[src/rtl/payment_if.sv]
// Checkout handshake bundle: order offer, coin insertion, and payout/status back to the environment.
interface payment_if;
  logic       order_valid;
  logic [7:0] order_total;
  logic       order_ready;
  logic       coin_valid;
  logic [1:0] coin_code;
  logic       cancel;
  logic [7:0] due_amount;
  logic [8:0] paid_amount;
  logic       coin_reject;
  logic       change_valid;
  logic [1:0] change_code;
  logic       refund;
  logic       done;

  modport master (
    output order_valid, order_total, coin_valid, coin_code, cancel,
    input  order_ready, due_amount, paid_amount, coin_reject,
           change_valid, change_code, refund, done
  );

  modport slave (
    input  order_valid, order_total, coin_valid, coin_code, cancel,
    output order_ready, due_amount, paid_amount, coin_reject,
           change_valid, change_code, refund, done
  );
endinterface

[src/rtl/payment_terminal.sv]
// Checkout terminal: accepts an order total, collects coins, then pays out change greedily.
//  state  | meaning
//  IDLE   | waiting for an order, order_ready high
//  PAY    | accumulating coins until total covered or cancel
//  CHANGE | dispensing one change/refund coin per cycle
//  DONE   | one-cycle done pulse, then back to IDLE
module payment_terminal #(
  parameter logic [7:0] COIN_A = 8'd1,
  parameter logic [7:0] COIN_B = 8'd5,
  parameter logic [7:0] COIN_C = 8'd10,
  parameter logic [7:0] COIN_D = 8'd50
) (
  input logic       clk,
  input logic       reset_n,
  payment_if.slave  bus
);

  typedef enum logic [1:0] {IDLE, PAY, CHANGE, DONE} state_t;

  state_t     state;
  logic [7:0] due_amount;
  logic [8:0] paid_amount;
  logic [8:0] change_rem;
  logic       order_ready;
  logic       coin_reject;
  logic       change_valid;
  logic [1:0] change_code;
  logic       refund;
  logic       done;

  logic [8:0] paid_next;
  logic       pay_finish;
  logic [8:0] disp_src;
  logic [1:0] disp_code;
  logic [8:0] disp_val;

  function automatic logic [8:0] coin_value(input logic [1:0] code);
    case (code)
      2'b00:   coin_value = {1'b0, COIN_A};
      2'b01:   coin_value = {1'b0, COIN_B};
      2'b10:   coin_value = {1'b0, COIN_C};
      default: coin_value = {1'b0, COIN_D};
    endcase
  endfunction

  function automatic logic [1:0] pick_code(input logic [8:0] amt);
    if (amt >= {1'b0, COIN_D})      pick_code = 2'b11;
    else if (amt >= {1'b0, COIN_C}) pick_code = 2'b10;
    else if (amt >= {1'b0, COIN_B}) pick_code = 2'b01;
    else                            pick_code = 2'b00;
  endfunction

  // The first change coin is chosen on the PAY->CHANGE edge so it appears one cycle after
  // the covering coin; change_rem then holds what is still owed after the visible coin.
  always_comb begin
    paid_next  = paid_amount + (bus.coin_valid ? coin_value(bus.coin_code) : 9'd0);
    pay_finish = bus.cancel || (paid_next >= {1'b0, due_amount});
    if (state == PAY)
      disp_src = bus.cancel ? paid_next : (paid_next - {1'b0, due_amount});
    else
      disp_src = change_rem;
    disp_code = pick_code(disp_src);
    disp_val  = coin_value(disp_code);
  end

  always_ff @(posedge clk or negedge reset_n) begin
    if (!reset_n) begin
      state        <= IDLE;
      due_amount   <= 8'd0;
      paid_amount  <= 9'd0;
      change_rem   <= 9'd0;
      order_ready  <= 1'b1;
      coin_reject  <= 1'b0;
      change_valid <= 1'b0;
      change_code  <= 2'b00;
      refund       <= 1'b0;
      done         <= 1'b0;
    end else begin
      coin_reject  <= bus.coin_valid && (state != PAY);
      done         <= 1'b0;
      change_valid <= 1'b0;
      case (state)
        IDLE: begin
          if (bus.order_valid) begin
            due_amount  <= bus.order_total;
            paid_amount <= 9'd0;
            refund      <= 1'b0;
            order_ready <= 1'b0;
            if (bus.order_total == 8'd0) begin
              state <= DONE;
              done  <= 1'b1;
            end else begin
              state <= PAY;
            end
          end
        end
        PAY: begin
          paid_amount <= paid_next;
          if (pay_finish) begin
            state  <= CHANGE;
            refund <= bus.cancel;
            if (disp_src != 9'd0) begin
              change_valid <= 1'b1;
              change_code  <= disp_code;
              change_rem   <= disp_src - disp_val;
            end else begin
              change_code  <= 2'b00;
              change_rem   <= 9'd0;
            end
          end
        end
        CHANGE: begin
          if (change_rem != 9'd0) begin
            change_valid <= 1'b1;
            change_code  <= disp_code;
            change_rem   <= change_rem - disp_val;
          end else begin
            change_code <= 2'b00;
            state       <= DONE;
            done        <= 1'b1;
          end
        end
        default: begin
          state       <= IDLE;
          refund      <= 1'b0;
          order_ready <= 1'b1;
        end
      endcase
    end
  end

  assign bus.order_ready  = order_ready;
  assign bus.due_amount   = due_amount;
  assign bus.paid_amount  = paid_amount;
  assign bus.coin_reject  = coin_reject;
  assign bus.change_valid = change_valid;
  assign bus.change_code  = change_code;
  assign bus.refund       = refund;
  assign bus.done         = done;

endmodule

[src/flat_wrapper.sv]
// flat-port wrapper written by rule: the top's interface ports become plain ports
module payment_terminal_flat 
#(
  parameter logic [7:0] COIN_A = 8'd1,
  parameter logic [7:0] COIN_B = 8'd5,
  parameter logic [7:0] COIN_C = 8'd10,
  parameter logic [7:0] COIN_D = 8'd50
)
  (clk, reset_n, bus_order_valid, bus_order_total, bus_coin_valid, bus_coin_code, bus_cancel, bus_order_ready, bus_due_amount, bus_paid_amount, bus_coin_reject, bus_change_valid, bus_change_code, bus_refund, bus_done);
  payment_if bus_i ();
  input logic clk;
  input logic reset_n;
  input wire logic [$bits(bus_i.order_valid)-1:0] bus_order_valid;
  input wire logic [$bits(bus_i.order_total)-1:0] bus_order_total;
  input wire logic [$bits(bus_i.coin_valid)-1:0] bus_coin_valid;
  input wire logic [$bits(bus_i.coin_code)-1:0] bus_coin_code;
  input wire logic [$bits(bus_i.cancel)-1:0] bus_cancel;
  output wire logic [$bits(bus_i.order_ready)-1:0] bus_order_ready;
  output wire logic [$bits(bus_i.due_amount)-1:0] bus_due_amount;
  output wire logic [$bits(bus_i.paid_amount)-1:0] bus_paid_amount;
  output wire logic [$bits(bus_i.coin_reject)-1:0] bus_coin_reject;
  output wire logic [$bits(bus_i.change_valid)-1:0] bus_change_valid;
  output wire logic [$bits(bus_i.change_code)-1:0] bus_change_code;
  output wire logic [$bits(bus_i.refund)-1:0] bus_refund;
  output wire logic [$bits(bus_i.done)-1:0] bus_done;
  assign bus_i.order_valid = bus_order_valid;
  assign bus_i.order_total = bus_order_total;
  assign bus_i.coin_valid = bus_coin_valid;
  assign bus_i.coin_code = bus_coin_code;
  assign bus_i.cancel = bus_cancel;
  assign bus_order_ready = bus_i.order_ready;
  assign bus_due_amount = bus_i.due_amount;
  assign bus_paid_amount = bus_i.paid_amount;
  assign bus_coin_reject = bus_i.coin_reject;
  assign bus_change_valid = bus_i.change_valid;
  assign bus_change_code = bus_i.change_code;
  assign bus_refund = bus_i.refund;
  assign bus_done = bus_i.done;
  payment_terminal #(.COIN_A(COIN_A), .COIN_B(COIN_B), .COIN_C(COIN_C), .COIN_D(COIN_D)) u_core (.clk(clk), .reset_n(reset_n), .bus(bus_i));
endmodule
[config.mk]
export PLATFORM = sky130hd
export DESIGN_NAME = payment_terminal_flat
export DESIGN_NICKNAME = d
export VERILOG_FILES = /design/src/rtl/payment_if.sv /design/src/rtl/payment_terminal.sv /design/src/flat_wrapper.sv
export SDC_FILE = /design/constraint.sdc
export NUM_CORES = 1
export LEC_CHECK = 0
export CORE_MARGIN = 2
export CORE_UTILIZATION = 40
export CTS_BUF_LIST = sky130_fd_sc_hd__clkbuf_4 sky130_fd_sc_hd__clkbuf_8
export DETAILED_ROUTE_END_ITERATION = 16
export GPL_TIMING_DRIVEN = 0
export PLACE_DENSITY = 0.65
export REMOVE_ABC_BUFFERS = 1
export SYNTH_ARGS = -nofsm -noshare
export SYNTH_HDL_FRONTEND = slang
export SYNTH_SLANG_ARGS = --single-unit
[constraint.sdc]
create_clock -name clk -period 8.8 [get_ports clk]
set_input_delay 1.76 -clock clk [delete_from_list [all_inputs] [get_ports clk]]
set_output_delay 1.76 -clock clk [all_outputs]
set_load 0.005 [all_outputs]
Yosys cells after proc, flatten, opt, wreduce, memory -nomap -nowiden
Cells that the tools add are included.
- add/sub/neg operators: 4
- magnitude comparators: 4
- equal/unequal tests: 11
- mux-type cells: 35
- bitwise logic cells: 2
- reductions and logical operators: 18
- operators by type and width (operator ; count):
    $mux 9 ; 6
    $pmux 6 s3 ; 2
    $pmux 9 s2 ; 2
    $mux 2 ; 9
    $reduce_bool 9->1 ; 2
    $sub 9x6->9 ; 2
    $add 9x9->9 ; 1
    $ge 9x3->1 const B ; 1
    $ge 9x4->1 const B ; 1
    $ge 9x6->1 const B ; 1
    $ge 9x8->1 ; 1
    $mux 1 ; 9
    $reduce_and 3->1 ; 3
    $sub 9x8->9 ; 1
    $logic_not 8->1 ; 1
    $reduce_and 2->1 ; 4
    $eq 2x1->1 const B ; 3
    $eq 2x2->1 const B ; 3
    $logic_not 2->1 ; 3
    $mux 6 ; 1
    $ne 2x1->1 const B ; 3
    $pmux 1 s2 ; 3
    $pmux 2 s3 ; 1
    $ne 2x2->1 const B ; 2
    other kinds (7) ; 9
- register bits: 35
- bits of input ports: 15
- output and inout port bits: 24
- word-level logic and storage cells: 84

Logic depth before layout (Yosys ltp)
Gate-level depths: netlist of the first run.
- depth after elaboration: 17
- depth in mapped cells: 26
- depth with buffers taken out: 26

Least setup slack after synthesis of the first run
Ideal clock, no wire load.
- kind: input -> register
- start point: input bus_coin_valid
- end point: register u_core.change_rem[7]
- setup time: 0.133 ns
- data arrival time: 7.145 ns
- data required time: 8.667 ns
- path slack: 1.523 ns
- cell stages on the path: 24
- buffers on the path: 1
- cell sequence: nor2b_1 ha_1 fa_1 a211oi_1 o21ai_0 a21oi_1 nor2_1 ha_1 or4_1 o21ai_1 mux2i_1 a221oi_1 nand3_2 buf_2 nor4_1 ha_1 nor2b_1 o211ai_1 a31oi_1 o21a_1 a311o_1 xor2_1 o211ai_2 o211ai_1
- longest elaborated chain between the ends: 15
- elaborated cells between the ends (all ways): 26
- classes of those cells: 4 x add/sub; 4 x order compare; 3 x eq/ne; 11 x mux; 4 x reduce/logical
- RTL lines (element ; line ; RTL):
    start, declared ; flat_wrapper.sv:15 ; input wire logic [$bits(bus_i.coin_valid)-1:0] bus_coin_valid;
    $mux 6 * ; payment_terminal.sv:56 ; paid_next = paid_amount + (bus.coin_valid ? coin_value(bus.coin_code) : 9'd0);
    $add 9x9->9 * ; payment_terminal.sv:56 ;
    $sub 9x8->9 ; payment_terminal.sv:59 ; disp_src = bus.cancel ? paid_next : (paid_next - {1'b0, due_amount});
    $mux 9 ; payment_terminal.sv:59 ;
    $mux 9 ; payment_terminal.sv:58 ; if (state == PAY)
    $ge 9x3->1 ; payment_terminal.sv:49 ; else if (amt >= {1'b0, COIN_B}) pick_code = 2'b01;
    $mux 1 ; payment_terminal.sv:49 ;
    $mux 2 ; payment_terminal.sv:48 ; else if (amt >= {1'b0, COIN_C}) pick_code = 2'b10;
    $mux 2 ; payment_terminal.sv:47 ; if (amt >= {1'b0, COIN_D}) pick_code = 2'b11;
    $eq 2x2->1 (tied with other cells) ; payment_terminal.sv:38 ; case (code)
    $pmux 6 s3 ; payment_terminal.sv:38 ;
    $sub 9x6->9 ; payment_terminal.sv:105 ; change_rem <= disp_src - disp_val;
    $mux 9 ; payment_terminal.sv:102 ; if (disp_src != 9'd0) begin
    $mux 9 ; payment_terminal.sv:99 ; if (pay_finish) begin
    $pmux 9 s2 ; payment_terminal.sv:82 ; case (state)
    end signal, assigned ; payment_terminal.sv:105 ;
    end signal, assigned ; payment_terminal.sv:116 ; change_rem <= change_rem - disp_val;
    end, declared ; payment_terminal.sv:23 ; logic [8:0] change_rem;
Every way passes the cells marked *; elsewhere a longest branch is shown, timed or not. The select of a mux whose other input is x is not followed.
A chain may end at the register's enable or synchronous reset.

Worst setup path in the final report of the first run
Ends and elaborated chain as after synthesis.

==> results.cfg, run 1 <==
[finish]
design_area_um2 = 3940
nets = 467
drive_gt1_share_pct = 8.83
multi_input_area_um2 = 2300
fillerInstances = 800
seq_area_um2 = 877
n_antenna_cell = 0
area_growth_pct = 17.8

[timing]
worst_slack_ns = 0.519
hold_viol_final = 0
fmax_ghz = 0.121
setup_viol_count_final = 0
rsz0062_at_grt = false
timing.final.max_slew_violations = 0
tightest_slew_ns = 1.26
relSlewSlack_pct = 16.2
finalCriticalPeriod_ns = 8.28
period_share_pct = 94.1
fin_tns_setup_ns = 0
clock_skew_ns = 0.00910
hold_slack_ns = 0.507

[worst_setup_path]
end_kind = register
crit_slowest_cell = a2111oi_1
worstPathRequired_ns = 8.97
crit_arrival_ns = 8.45
slowest_delay_ns = 0.62
path_class = input pin to register
worstPathMaxFanout = 12
crit_top_cell = ha_1
critPathLaunchType = input pin

[place]
port_buffers = 38
dpl.hpwl_um = 6450
place_area_um2 = 3780
globalplace.congestion = 0.881
post-place-ws_ns = -0.0232

[logic_synthesis]
synth_top_area_share_pct = 25.4
synthCells = 387
synthArstFlopShare_pct = 100
ys.flop_type = dfrtp_1
synthDistinctLibCells = 72
yosysWarnings = 0
seq_area_frac_synth_pct = 26.2
yosysTopAreaCell = dfrtp_1
syn_avg_cell_area_um2 = 8.64
syn-cell-area_um2 = 3340
synth-edff-count = 0
synth_area_leaders = dfrtp_1, ha_1, o21ai_0, a21oi_1, mux2i_1
ys_seq_elements = 35

[die]
core_um2 = 8180
ioPinCount = 39
die_area_um2 = 9100
start_util_pct = 40.9
die_x_um = 95.4
die_y_um = 95.4
rows = 33

[clocking]
cts_sinks = 35
clk_latency_ns = 0.30
root_buffer = clkbuf_8
clk_pin_slew_ns = 0.08
hold_buffers = 0
cts_tree = built
cts.path.max_buffers = 2
h-tree-depth = 2
cts_made_buffers = 5

[drt]
wl_met2_um = 4090
dr_wl_met3_um = 274
wl_met1_um = 4170
first_pass_iters = 4
vias = 2972
drtIter0Drc = 173
wl_per_cell_um = 16.5
antenna_left = 0
totalWireLength_um = 8630
viasPerCell = 5.67
top_layer = met4
drcViolationCount = 0

[grt]
grt_antenna_before_repair = 0
grt_usage_pct = 20.5
grt_pass1_vias = 2865
grt_pass1_wl_um = 14400
grt_max_degree = 36
grt_overflow_total = 0

[hold_path]
hold_class = register to register

[job]
cap_violations = 0

[run_status]
status = completed
==> cell usage in the layout (no fill, tap or decap), drive strengths merged, types with 9 or more instances in the layout <==
master / netlist / final
inv: 29 / 29
nand3: 9 / 9
o21ai: 37 / 37
nand2: 21 / 21
o31ai: 9 / 9
nor2: 30 / 30
clkdlybuf4s50: 0 / 37
dfrtp: 34 / 34
a21oi: 27 / 27
mux2: 9 / 9
nor2b: 12 / 12
ha: 30 / 30
mux2i: 13 / 13
==> sequential cells by signal, summed over array words and instances, names as in the netlist <==
signal,cells
u_core.bus.change_code,2
u_core.bus.change_valid,1
u_core.bus.coin_reject,1
u_core.bus.done,1
u_core.bus.due_amount,8
u_core.bus.order_ready,1
u_core.bus.paid_amount,9
u_core.bus.refund,1
u_core.change_rem,9
u_core.state,2
==> metal layers <==
| layer | vias to the layer above | track usage (%) |
|---|---|---|
| met2 | 44 | 33.5 |
| met5 | - | 0 |
| met4 | 0 | 4.40 |
| met1 | 1431 | 29.3 |
| li1 | 1487 | - |
| met3 | 10 | 2.45 |
==> worst paths after layout <==
path | start | endpoint | slack, ns | depth (start not counted)
worst min-delay path | u_core.bus.change_code[1] | u_core.bus.change_code[1] | 0.51 | 2
worst max-delay path | bus_coin_valid | u_core.change_rem[7] | 0.52 | 25
worst min register to register | u_core.bus.change_code[1] | u_core.bus.change_code[1] | 0.51 | 2
min in group asynchronous | reset_n | u_core.bus.due_amount[7] | 1.56 | 1
max in group asynchronous | reset_n | u_core.change_rem[6] | 6.70 | 1
worst max register to register | u_core.bus.paid_amount[2] | u_core.change_rem[7] | 2.31 | 22
==> critical path: cells and delay by family <==
kind	cells	cell delay, ns
mux	1	0.22
compound gates	11	2.48
fa+ha+maj	3	1.08
simple gates	6	1.59
xor+xnor	3	0.88
buf+inv	1	0.43
==> synth_stat cells (all sizes together) (9+ instances only) <==
cell type,instances
inv,29
ha,30
dfrtp,34
o31ai,9
nand2,21
nand3,9
mux2i,13
o21ai,37
a21oi,27
mux2,9
nor2,30
nor2b,12
==> layout make-up <==
| type | instances | area share [%] |
|---|---|---|
| well taps | 105 | 3.34 |
| repair buffers | 38 | 9.53 |
| clock inverters | 3 | 1.72 |
| inverters | 30 | 2.86 |
| multi-input cells | 308 | 58.5 |
| clock buffers | 5 | 1.75 |
| flip-flops and latches | 35 | 22.3 |
==> logic make-up after synthesis <==
group / count (synthesis) / share of synthesized area (%)
compound gates: 125 / 25.6
xor+xnor: 15 / 4.57
fa+ha+maj: 34 / 13.6
buf+inv: 44 / 5.50
flops: 35 / 26.2
mux: 22 / 7.15
simple gates: 112 / 17.3
==> what timing repair did <==
item | 4_1_cts | 5_1_grt
endpoints found under the setup margin | 0 | 3
gates resized for setup | 0 | 3
buffers inserted | 0 | 0
==> stage by stage <==
step / instances / util [%]
after global placement: 516 / 46.3
after floorplan: 373 / -
final: 524 / 48.2
after detailed placement: 516 / 46.2
after CTS: 524 / 47.9
after global routing: 524 / 48.2
Power of run 1 is left out: the tool's default activity adds up to more than one toggle a clock period on the data nets, which glitch-free logic cannot reach.
==> inputs of run 2 (changes only) <==
CTS_CLUSTER_DIAMETER = 40   (was default)
SKIP_CTS_REPAIR_TIMING = 1   (was default)
==> results of run 2 <==
Final layout, timing and power as in run 1 (identical DEF).
Power of run 2 is left out for the same reason.
==> inputs of run 3 (changes only) <==
--- a/config.mk
+++ b/config.mk
@@ -6,4 +6,5 @@
 export NUM_CORES = 1
 export LEC_CHECK = 0
+export CAP_MARGIN = 0
 export CORE_MARGIN = 2
 export CORE_UTILIZATION = 40
==> constraint.sdc (replaced) <==
create_clock -name clk -period 8.8 [get_ports clk]
set_input_delay 1.76 -clock clk [delete_from_list [all_inputs] [get_ports clk]]
set_output_delay 1.76 -clock clk [all_outputs]
set_load 0.05 [all_outputs]
==> results of run 3 <==
Final layout, timing and power as in run 1 (identical DEF).
Power of run 3 is left out for the same reason.
